**src/rtl/bot_pair_feeder.sv**
```systemverilog
// Upstream feeder for inputModule4: takes (A, C) bot pairs, derives the swapped
// twins B and D, flags which of the four lie below the current top, and emits them in batch order.
module bot_pair_feeder #(
   parameter int INDEX_WIDTH = 12
) (
   input  logic                   clk,
   input  logic                   rst,
   input  logic [127:0]           top,
   input  logic                   start,
   input  logic [INDEX_WIDTH:0]   batchSize,
   input  logic [127:0]           inBotA,
   input  logic [127:0]           inBotC,
   input  logic                   inValid,
   output logic                   inReady,
   output logic [127:0]           botA,
   output logic [127:0]           botC,
   output logic [INDEX_WIDTH-1:0] botIndex,
   output logic                   validBotA,
   output logic                   validBotB,
   output logic                   validBotC,
   output logic                   validBotD,
   input  logic                   almostFull,
   output logic                   busy,
   output logic                   done,
   output logic [INDEX_WIDTH+2:0] validCount
);

   localparam logic [INDEX_WIDTH:0]   MAX_PAIRS = {1'b1, {INDEX_WIDTH{1'b0}}};
   localparam logic [INDEX_WIDTH:0]   REM_ONE   = 1;
   localparam logic [INDEX_WIDTH-1:0] IDX_ONE   = 1;

   typedef enum logic [1:0] {
      ST_IDLE,
      ST_RUN,
      ST_DRAIN,
      ST_DONE
   } state_t;

   // varSwap(5,6) on a 7-variable truth table exchanges the two middle 32-bit words.
   function automatic logic [127:0] swap56(input logic [127:0] x);
      swap56 = {x[127:96], x[63:32], x[95:64], x[31:0]};
   endfunction

   function automatic logic is_sub(input logic [127:0] x, input logic [127:0] t);
      is_sub = ((x & ~t) == 128'b0);
   endfunction

   function automatic logic [INDEX_WIDTH+2:0] pop4(input logic [3:0] f);
      pop4 = '0;
      for (int i = 0; i < 4; i++) begin
         pop4 = pop4 + {{(INDEX_WIDTH+2){1'b0}}, f[i]};
      end
   endfunction

   state_t                   state_q, state_d;
   logic [127:0]             top_q, top_d;
   logic [INDEX_WIDTH:0]     remaining_q, remaining_d;
   logic [INDEX_WIDTH-1:0]   pair_cnt_q, pair_cnt_d;
   logic [INDEX_WIDTH+2:0]   count_q, count_d;

   logic                     s1_valid_q, s1_valid_d;
   logic [127:0]             s1_a_q, s1_a_d;
   logic [127:0]             s1_c_q, s1_c_d;
   logic [INDEX_WIDTH-1:0]   s1_idx_q, s1_idx_d;
   logic [3:0]               s1_flags_q, s1_flags_d;

   logic                     s2_valid_q, s2_valid_d;
   logic [127:0]             s2_a_q, s2_a_d;
   logic [127:0]             s2_c_q, s2_c_d;
   logic [INDEX_WIDTH-1:0]   s2_idx_q, s2_idx_d;
   logic [3:0]               s2_flags_q, s2_flags_d;

   logic [INDEX_WIDTH:0]     size_clamped;
   logic                     start_ok;
   logic                     accept;
   logic [3:0]               in_flags;

   assign size_clamped = (batchSize > MAX_PAIRS) ? MAX_PAIRS : batchSize;
   assign accept       = inReady & inValid;
   assign in_flags     = {is_sub(inBotA, top_q), is_sub(swap56(inBotA), top_q),
                          is_sub(inBotC, top_q), is_sub(swap56(inBotC), top_q)};

   // NOTE: every signal driven here gets a default first, so no path leaves it unassigned (no latch).
   always_comb begin
      state_d  = state_q;
      inReady  = 1'b0;
      start_ok = 1'b0;
      case (state_q)
         ST_IDLE: begin
            if (start) begin
               start_ok = 1'b1;
               state_d  = (size_clamped == '0) ? ST_DONE : ST_RUN;
            end
         end
         ST_RUN: begin
            inReady = !almostFull && (remaining_q != '0);
            if (inReady && inValid && (remaining_q == REM_ONE)) begin
               state_d = ST_DRAIN;
            end
         end
         ST_DRAIN: begin
            if (!s1_valid_q && !s2_valid_q) begin
               state_d = ST_DONE;
            end
         end
         ST_DONE:  state_d = ST_IDLE;
         default:  state_d = ST_IDLE;
      endcase
   end

   always_comb begin
      top_d       = top_q;
      remaining_d = remaining_q;
      pair_cnt_d  = pair_cnt_q;
      count_d     = count_q;

      s1_valid_d  = accept;
      s1_a_d      = s1_a_q;
      s1_c_d      = s1_c_q;
      s1_idx_d    = s1_idx_q;
      s1_flags_d  = s1_flags_q;

      s2_valid_d  = s1_valid_q;
      s2_a_d      = s2_a_q;
      s2_c_d      = s2_c_q;
      s2_idx_d    = s2_idx_q;
      s2_flags_d  = 4'b0000;

      if (accept) begin
         s1_a_d      = inBotA;
         s1_c_d      = inBotC;
         s1_idx_d    = pair_cnt_q;
         s1_flags_d  = in_flags;
         pair_cnt_d  = pair_cnt_q + IDX_ONE;
         remaining_d = remaining_q - REM_ONE;
      end

      // The count moves on the same edge the flags reach the outputs.
      if (s1_valid_q) begin
         s2_a_d     = s1_a_q;
         s2_c_d     = s1_c_q;
         s2_idx_d   = s1_idx_q;
         s2_flags_d = s1_flags_q;
         count_d    = count_q + pop4(s1_flags_q);
      end

      if (start_ok) begin
         top_d       = top;
         remaining_d = size_clamped;
         pair_cnt_d  = '0;
         count_d     = '0;
      end
   end

   // NOTE: sequential state uses non-blocking assignments only; all next-state values come from the _d nets.
   always_ff @(posedge clk) begin
      if (rst) begin
         // NOTE: the data registers are cleared too, because botA/botC must read zero after reset.
         state_q     <= ST_IDLE;
         top_q       <= '0;
         remaining_q <= '0;
         pair_cnt_q  <= '0;
         count_q     <= '0;
         s1_valid_q  <= 1'b0;
         s1_a_q      <= '0;
         s1_c_q      <= '0;
         s1_idx_q    <= '0;
         s1_flags_q  <= '0;
         s2_valid_q  <= 1'b0;
         s2_a_q      <= '0;
         s2_c_q      <= '0;
         s2_idx_q    <= '0;
         s2_flags_q  <= '0;
      end else begin
         state_q     <= state_d;
         top_q       <= top_d;
         remaining_q <= remaining_d;
         pair_cnt_q  <= pair_cnt_d;
         count_q     <= count_d;
         s1_valid_q  <= s1_valid_d;
         s1_a_q      <= s1_a_d;
         s1_c_q      <= s1_c_d;
         s1_idx_q    <= s1_idx_d;
         s1_flags_q  <= s1_flags_d;
         s2_valid_q  <= s2_valid_d;
         s2_a_q      <= s2_a_d;
         s2_c_q      <= s2_c_d;
         s2_idx_q    <= s2_idx_d;
         s2_flags_q  <= s2_flags_d;
      end
   end

   assign botA       = s2_a_q;
   assign botC       = s2_c_q;
   assign botIndex   = s2_idx_q;
   assign validBotA  = s2_flags_q[3];
   assign validBotB  = s2_flags_q[2];
   assign validBotC  = s2_flags_q[1];
   assign validBotD  = s2_flags_q[0];
   assign busy       = (state_q != ST_IDLE);
   assign done       = (state_q == ST_DONE);
   assign validCount = count_q;

endmodule
```
**config.mk**
```make
export PLATFORM = sky130hd
export DESIGN_NAME = bot_pair_feeder
export DESIGN_NICKNAME = d
export VERILOG_FILES = /design/src/rtl/bot_pair_feeder.sv
export SDC_FILE = /design/constraint.sdc
export NUM_CORES = 1
export LEC_CHECK = 0
export ABC_AREA = 1
export CORE_AREA = 2 2 272 274
export DETAILED_ROUTE_END_ITERATION = 7
export DIE_AREA = 0 0 274 276
export PLACE_DENSITY = 0.62
export SLEW_MARGIN = 30
export SYNTH_ARGS = -nofsm -noshare
export SYNTH_HDL_FRONTEND = slang
export SYNTH_SLANG_ARGS = --single-unit
```
**constraint.sdc**
```tcl
create_clock -name clk -period 2.86 [get_ports clk]
set_input_delay 0.572 -clock clk [delete_from_list [all_inputs] [get_ports clk]]
set_output_delay 0.572 -clock clk [all_outputs]
set_load 0.1 [all_outputs]
```
* After elaboration in Yosys (flattened, before gate mapping) *
Cells that the tools add are included.

word-level totals
  flip-flop bits (word level) = 716
  word-level logic and storage cells = 66

cells by class
  add/sub/neg operators = 6
  order comparisons = 1
  equality and inequality tests = 7
  mux-type cells = 11
  bitwise operators = 7
  reductions and logical operators = 19

operators with widths
  operator                 count
  $and A128 B128 Y128      4
  $logic_not A128 Y1       4
  $not A128 Y128           1
  $mux W13                 3
  $add A15 B4 Y15          1
  $eq A13 B1 Y1 const B    1
  $gt A13 B13 Y1 const B   1
  $logic_not A13 Y1        1
  $reduce_bool A13 Y1      1
  $sub A13 B1 Y13 const B  1
  $add A12 B1 Y12 const B  1
  $mux W2                  4
  $pmux W2 S4              1
  $ne A2 B2 Y1 const B     3
  $add A3 B1 Y4            1
  $eq A2 B2 Y1 const B     2
  $logic_and A1 B1 Y1      4
  $reduce_bool A2 Y1       2
  $reduce_or A2 Y1         2
  $add A2 B1 Y3            1
  $logic_not A1 Y1         3
  $mux W1                  3
  $reduce_and A3 Y1        1
  $add A1 B1 Y2            1
  4 further kinds          4

* Longest topological paths before layout *
  depth in word-level cells = 6
  gate-level depth with buffers = 13
  gate-level depth less buffers = 13

* Worst setup path before layout *
OpenSTA, ideal clock, no wires.

  kind = reg2reg
  start = reg count_q[0] (netlist: validCount[0])
  end = reg count_q[14] (netlist: validCount[14])
  library setup time = 116 ps
  arrival = 3105 ps
  data required time = 2744 ps
  path slack = -361 ps
  cell stages (with the launch flop) = 14
  path through = dfxtp_1 -> fa_1 -> inv_1 -> fa_1 -> inv_1 -> fa_1 -> nand2_1 -> nor2_1 -> nand2_1 -> nor2_1 -> nand3_1 -> nor3_1 -> a21oi_1 -> o21a_1

on the way
  cells in the longest elaborated chain, start to end = 1

ends and longest elaborated chain
  element                 RTL line  text
  start, declared         59        logic [INDEX_WIDTH+2:0] count_q, count_d;
  start signal, assigned  179       count_q <= count_d;
  $add A15 B4 Y15         144       count_d = count_q + pop4(s1_flags_q);

No other way between the ends.
A chain may end at the register's enable or synchronous reset.

* Worst setup path after layout *
  start = reg remaining_q[0]
  end = out inReady

on the way
  cells in the longest elaborated chain, start to end = 3

ends and longest elaborated chain
  element                 RTL line  text
  start, declared         57        logic [INDEX_WIDTH:0] remaining_q, remaining_d;
  start signal, assigned  177       remaining_q <= remaining_d;
  $reduce_bool A13 Y1     96        inReady = !almostFull && (remaining_q != '0);
  $logic_and A1 B1 Y1     96
  $mux W1                 88        case (state_q)
  end, declared           14        output logic inReady,

No other way between the ends.

==> results.py <==
metrics = {
    "status": {
        "status": "completed",
    },
    "sta": {
        "skew_ps": 31.35,
        "rsz0062_at_grt": "no",
        "worst_pin_slew_ps": 816.8,
        "fmax_mhz": 377.3,
        "hold_viol": 0,
        "slew_headroom": 0.4555,
        "fin_crit_ps": 2650,
        "setup_viol": 0,
        "setup_tns_ps": 0,
        "period_share": 0.9267,
        "maxSlewViolCount": 0,
        "hold_slack_ps": 255.6,
    },
    "floorplanning": {
        "pin_count": 692,
        "rows": 99,
        "dieWidth_um": 274,
        "coreArea_um2": 72590,
        "initial_core_util": 0.3928,
        "dieHeight_um": 276,
        "dieArea_um2": 75620,
    },
    "detailed_routing": {
        "dr.pass1.iters": 6,
        "vias": 27940,
        "ant_nets": 0,
        "routedWlPerCell_um": 18.85,
        "drt_wl_total_mm": 106.2,
        "dr.first_iter.drc_count": 1874,
        "drc": 0,
        "via_per_inst": 4.958,
    },
    "setup_path": {
        "slowest_stage": "dfxtp_1",
        "start_kind": "flop",
        "required_ps": 2290,
        "arrival_ps": 2080,
        "critPathMaxFanout": 5,
        "path_cells": "inv_1 > ha_1 > nand2_1 > nor2_4 > nand3_2 > nand2_2 > nor2_4 > buf_12",
        "end_kind": "output port",
        "critical_path_class": "flop to output port",
        "max_stage_delay_ps": 350,
        "worst_r2r_path_depth": 13,
        "crit_top_cell": "nor2_4",
    },
    "layout": {
        "nets": 5010,
        "utilization": 0.5266,
        "drive_gt1_frac": 0.1050,
        "area_growth_pct": 34.06,
        "multi_input_area_um2": 12220,
        "seq_area_um2": 14340,
        "fillers": 7211,
    },
    "cts": {
        "root_buffer": "clkbuf_16",
        "cts.path.max_buffers": 3,
        "clk-insertion-delay-late_ps": 620,
        "cts_hold_buf": 0,
        "htreeDepth": 3,
        "numCtsBuffers": 80,
        "cts.sinks": 716,
        "tritoncts": "yes",
        "clkTransAtPathRegs_ps": 60,
    },
    "logic_synthesis": {
        "synthesis.nets": 4418,
        "avgSynthCellArea_um2": 7.121,
        "synthesis.area_um2": 28510,
        "synth_top_area_frac": 0.5027,
        "ys_warn_count": 0,
        "syn_inst": 4004,
        "yosysSeqAreaShare": 0.5027,
        "synth_cell_types": 35,
        "yosys.area.top_type": "dfxtp_1",
        "ys_ff_latch": 716,
        "synth.area.top_cells": "dfxtp_1 50%, nand2_1 14%, nor2_1 9.4%",
    },
    "place": {
        "io_buffers": 691,
        "gp_congestion": 0.9240,
        "hpwl_mm": 75.74,
    },
    "global_routing": {
        "first_global_vias": 26170,
        "grt_pass1_wl_mm": 158.5,
        "overflow": 0,
        "antenna_found_initial": 19,
        "track_usage": 0.2696,
        "grt_max_degree": 124,
    },
    "hold_path": {
        "min_path_cells": 2,
        "hp-class": "input port to flop",
    },
    "power": {
        "vdd_drop_max_v": 0.0005397,
        "power_uw": 31190,
        "powerDensity_nw_per_um2": 816.0,
        "leakagePower_uw": 0.01687,
    },
    "run": {
        "cap_viol_max_count": 0,
    },
}
## power breakdown
| part | internal (uW) | total (uW) | switching [uW] |
|---|---|---|---|
| logic | 2470 | 8700 | 6230 |
| clock network | 6340 | 10600 | 4250 |
| registers | 11300 | 11900 | 640 |
| total | 20100 | 31200 | 11100 |
## per-layer routing
metal | share of wire | routed length (um) | global-route usage
met5 | 0.00043 | 46 | 0
met4 | 0.037 | 3966 | 0.1080
met3 | 0.066 | 6962 | 0.05376
met2 | 0.48 | 50650 | 0.4521
met1 | 0.42 | 44570 | 0.3377
## cells in the mapped netlist
master    count
buf_6        28
clkbuf_1    163
nor2_2        2
nor2_1      714
clkinv_1      2
nor2_4        2
nand3_1      48
o211a_1       1
nand2_4       1
nand4_1      18
buf_2        23
nor3_4        1
xnor2_1       2
xor2_1        9
o21a_1        3
buf_4        11
o22ai_1       1
nand2_1    1070
o21ai_1       1
a21boi_0      1
nand2_2       3
a31oi_1       1
inv_2         2
o21bai_1      1
a21oi_1     426
fa_1          3
or2_2         6
buf_1         9
ha_1          9
nor3_1       11
inv_1       218
nor4_1        1
nand3_2       1
dfxtp_1     716
o21ai_0     496
## logic make-up (layout without fill, tap and decap cells)
group / Yosys count / in the layout / synth area share
xor+xnor: 11 / 11 / 0.003379
flops: 716 / 716 / 0.5027
compound gates: 931 / 931 / 0.1641
other cells: 0 / 17 / 0
buf+inv: 456 / 1110 / 0.06986
fa+ha+maj: 12 / 12 / 0.006056
simple gates: 1878 / 1878 / 0.2539
## critical path, delay by kind of cell, from the launching register on
| family | cells | cell delay (ps) |
|---|---|---|
| adder cells (fa/ha/maj) | 1 | 220 |
| buffers and inverters | 2 | 290 |
| flip-flops | 1 | 350 |
| AND/OR/NAND/NOR | 5 | 580 |
## per-stage QoR
stage                     cells  area, um2  setup slack [ps]
final                      5634      38220             209.6
after global routing       5632      38220             69.67
after CTS                  5617      38180             66.62
after detailed placement   5473      35500             250.8
after global placement     5473      35500             221.5
after floorplan            4004      28520             32.85
## layout by cell type, fill, tap and decap left out, types with 3 or more instances in the layout
master / instances
nor2_4: 3
nor2_1: 713
ha_1: 9
clkbuf_8: 18
a21oi_1: 426
nand2_1: 1070
dfxtp_1: 714
buf_12: 24
bufinv_16: 7
xor2_1: 9
o21ai_0: 496
inv_1: 217
clkdlybuf4s50_1: 400
buf_4: 319
clkbuf_1: 21
diode_2: 17
fa_1: 3
nor3_1: 11
clkbuf_16: 82
or2_2: 6
nand4_1: 18
clkinv_2: 13
nand3_1: 48
o21a_1: 3
## final cells by class
type / instances / share of cell area
inverters: 222 / 0.02219
flip-flops and latches: 716 / 0.3752
multi-input cells: 2832 / 0.3196
well taps: 959 / 0.03139
repair buffers: 744 / 0.1803
clock buffers: 120 / 0.06187
clock inverters: 24 / 0.008282
diodes: 17 / 0.001113
## flip-flops by register name (all words and copies together) (netlist names)
signal,flops
s1_c_q,128
s1_valid_q,1
pair_cnt_q,12
top_q,128
s2_valid_q,1
remaining_q,13
s1_a_q,128
s1_flags_q,4
s2_flags_q,4
state_q,2
botA,128
s1_idx_q,12
botC,128
botIndex,12
validCount,15
## final timing paths
path | slack, ps | endpoint | start
worst min-delay path | 260 | s1_idx_q[6] | rst
worst min register to register | 460 | s1_idx_q[8] | s1_idx_q[8]
worst max-delay path | 210 | inReady | remaining_q[0]
worst max register to register | 220 | validCount[14] | validCount[0]
## what timing repair did
| item | 4_1_cts | 5_1_grt |
|---|---|---|
| resized for setup | 0 | 1 |
| buffers inserted | 0 | 0 |
| endpoints found under the setup margin | 0 | 1 |
No activity file was read; power rests on OpenSTA's default activity.
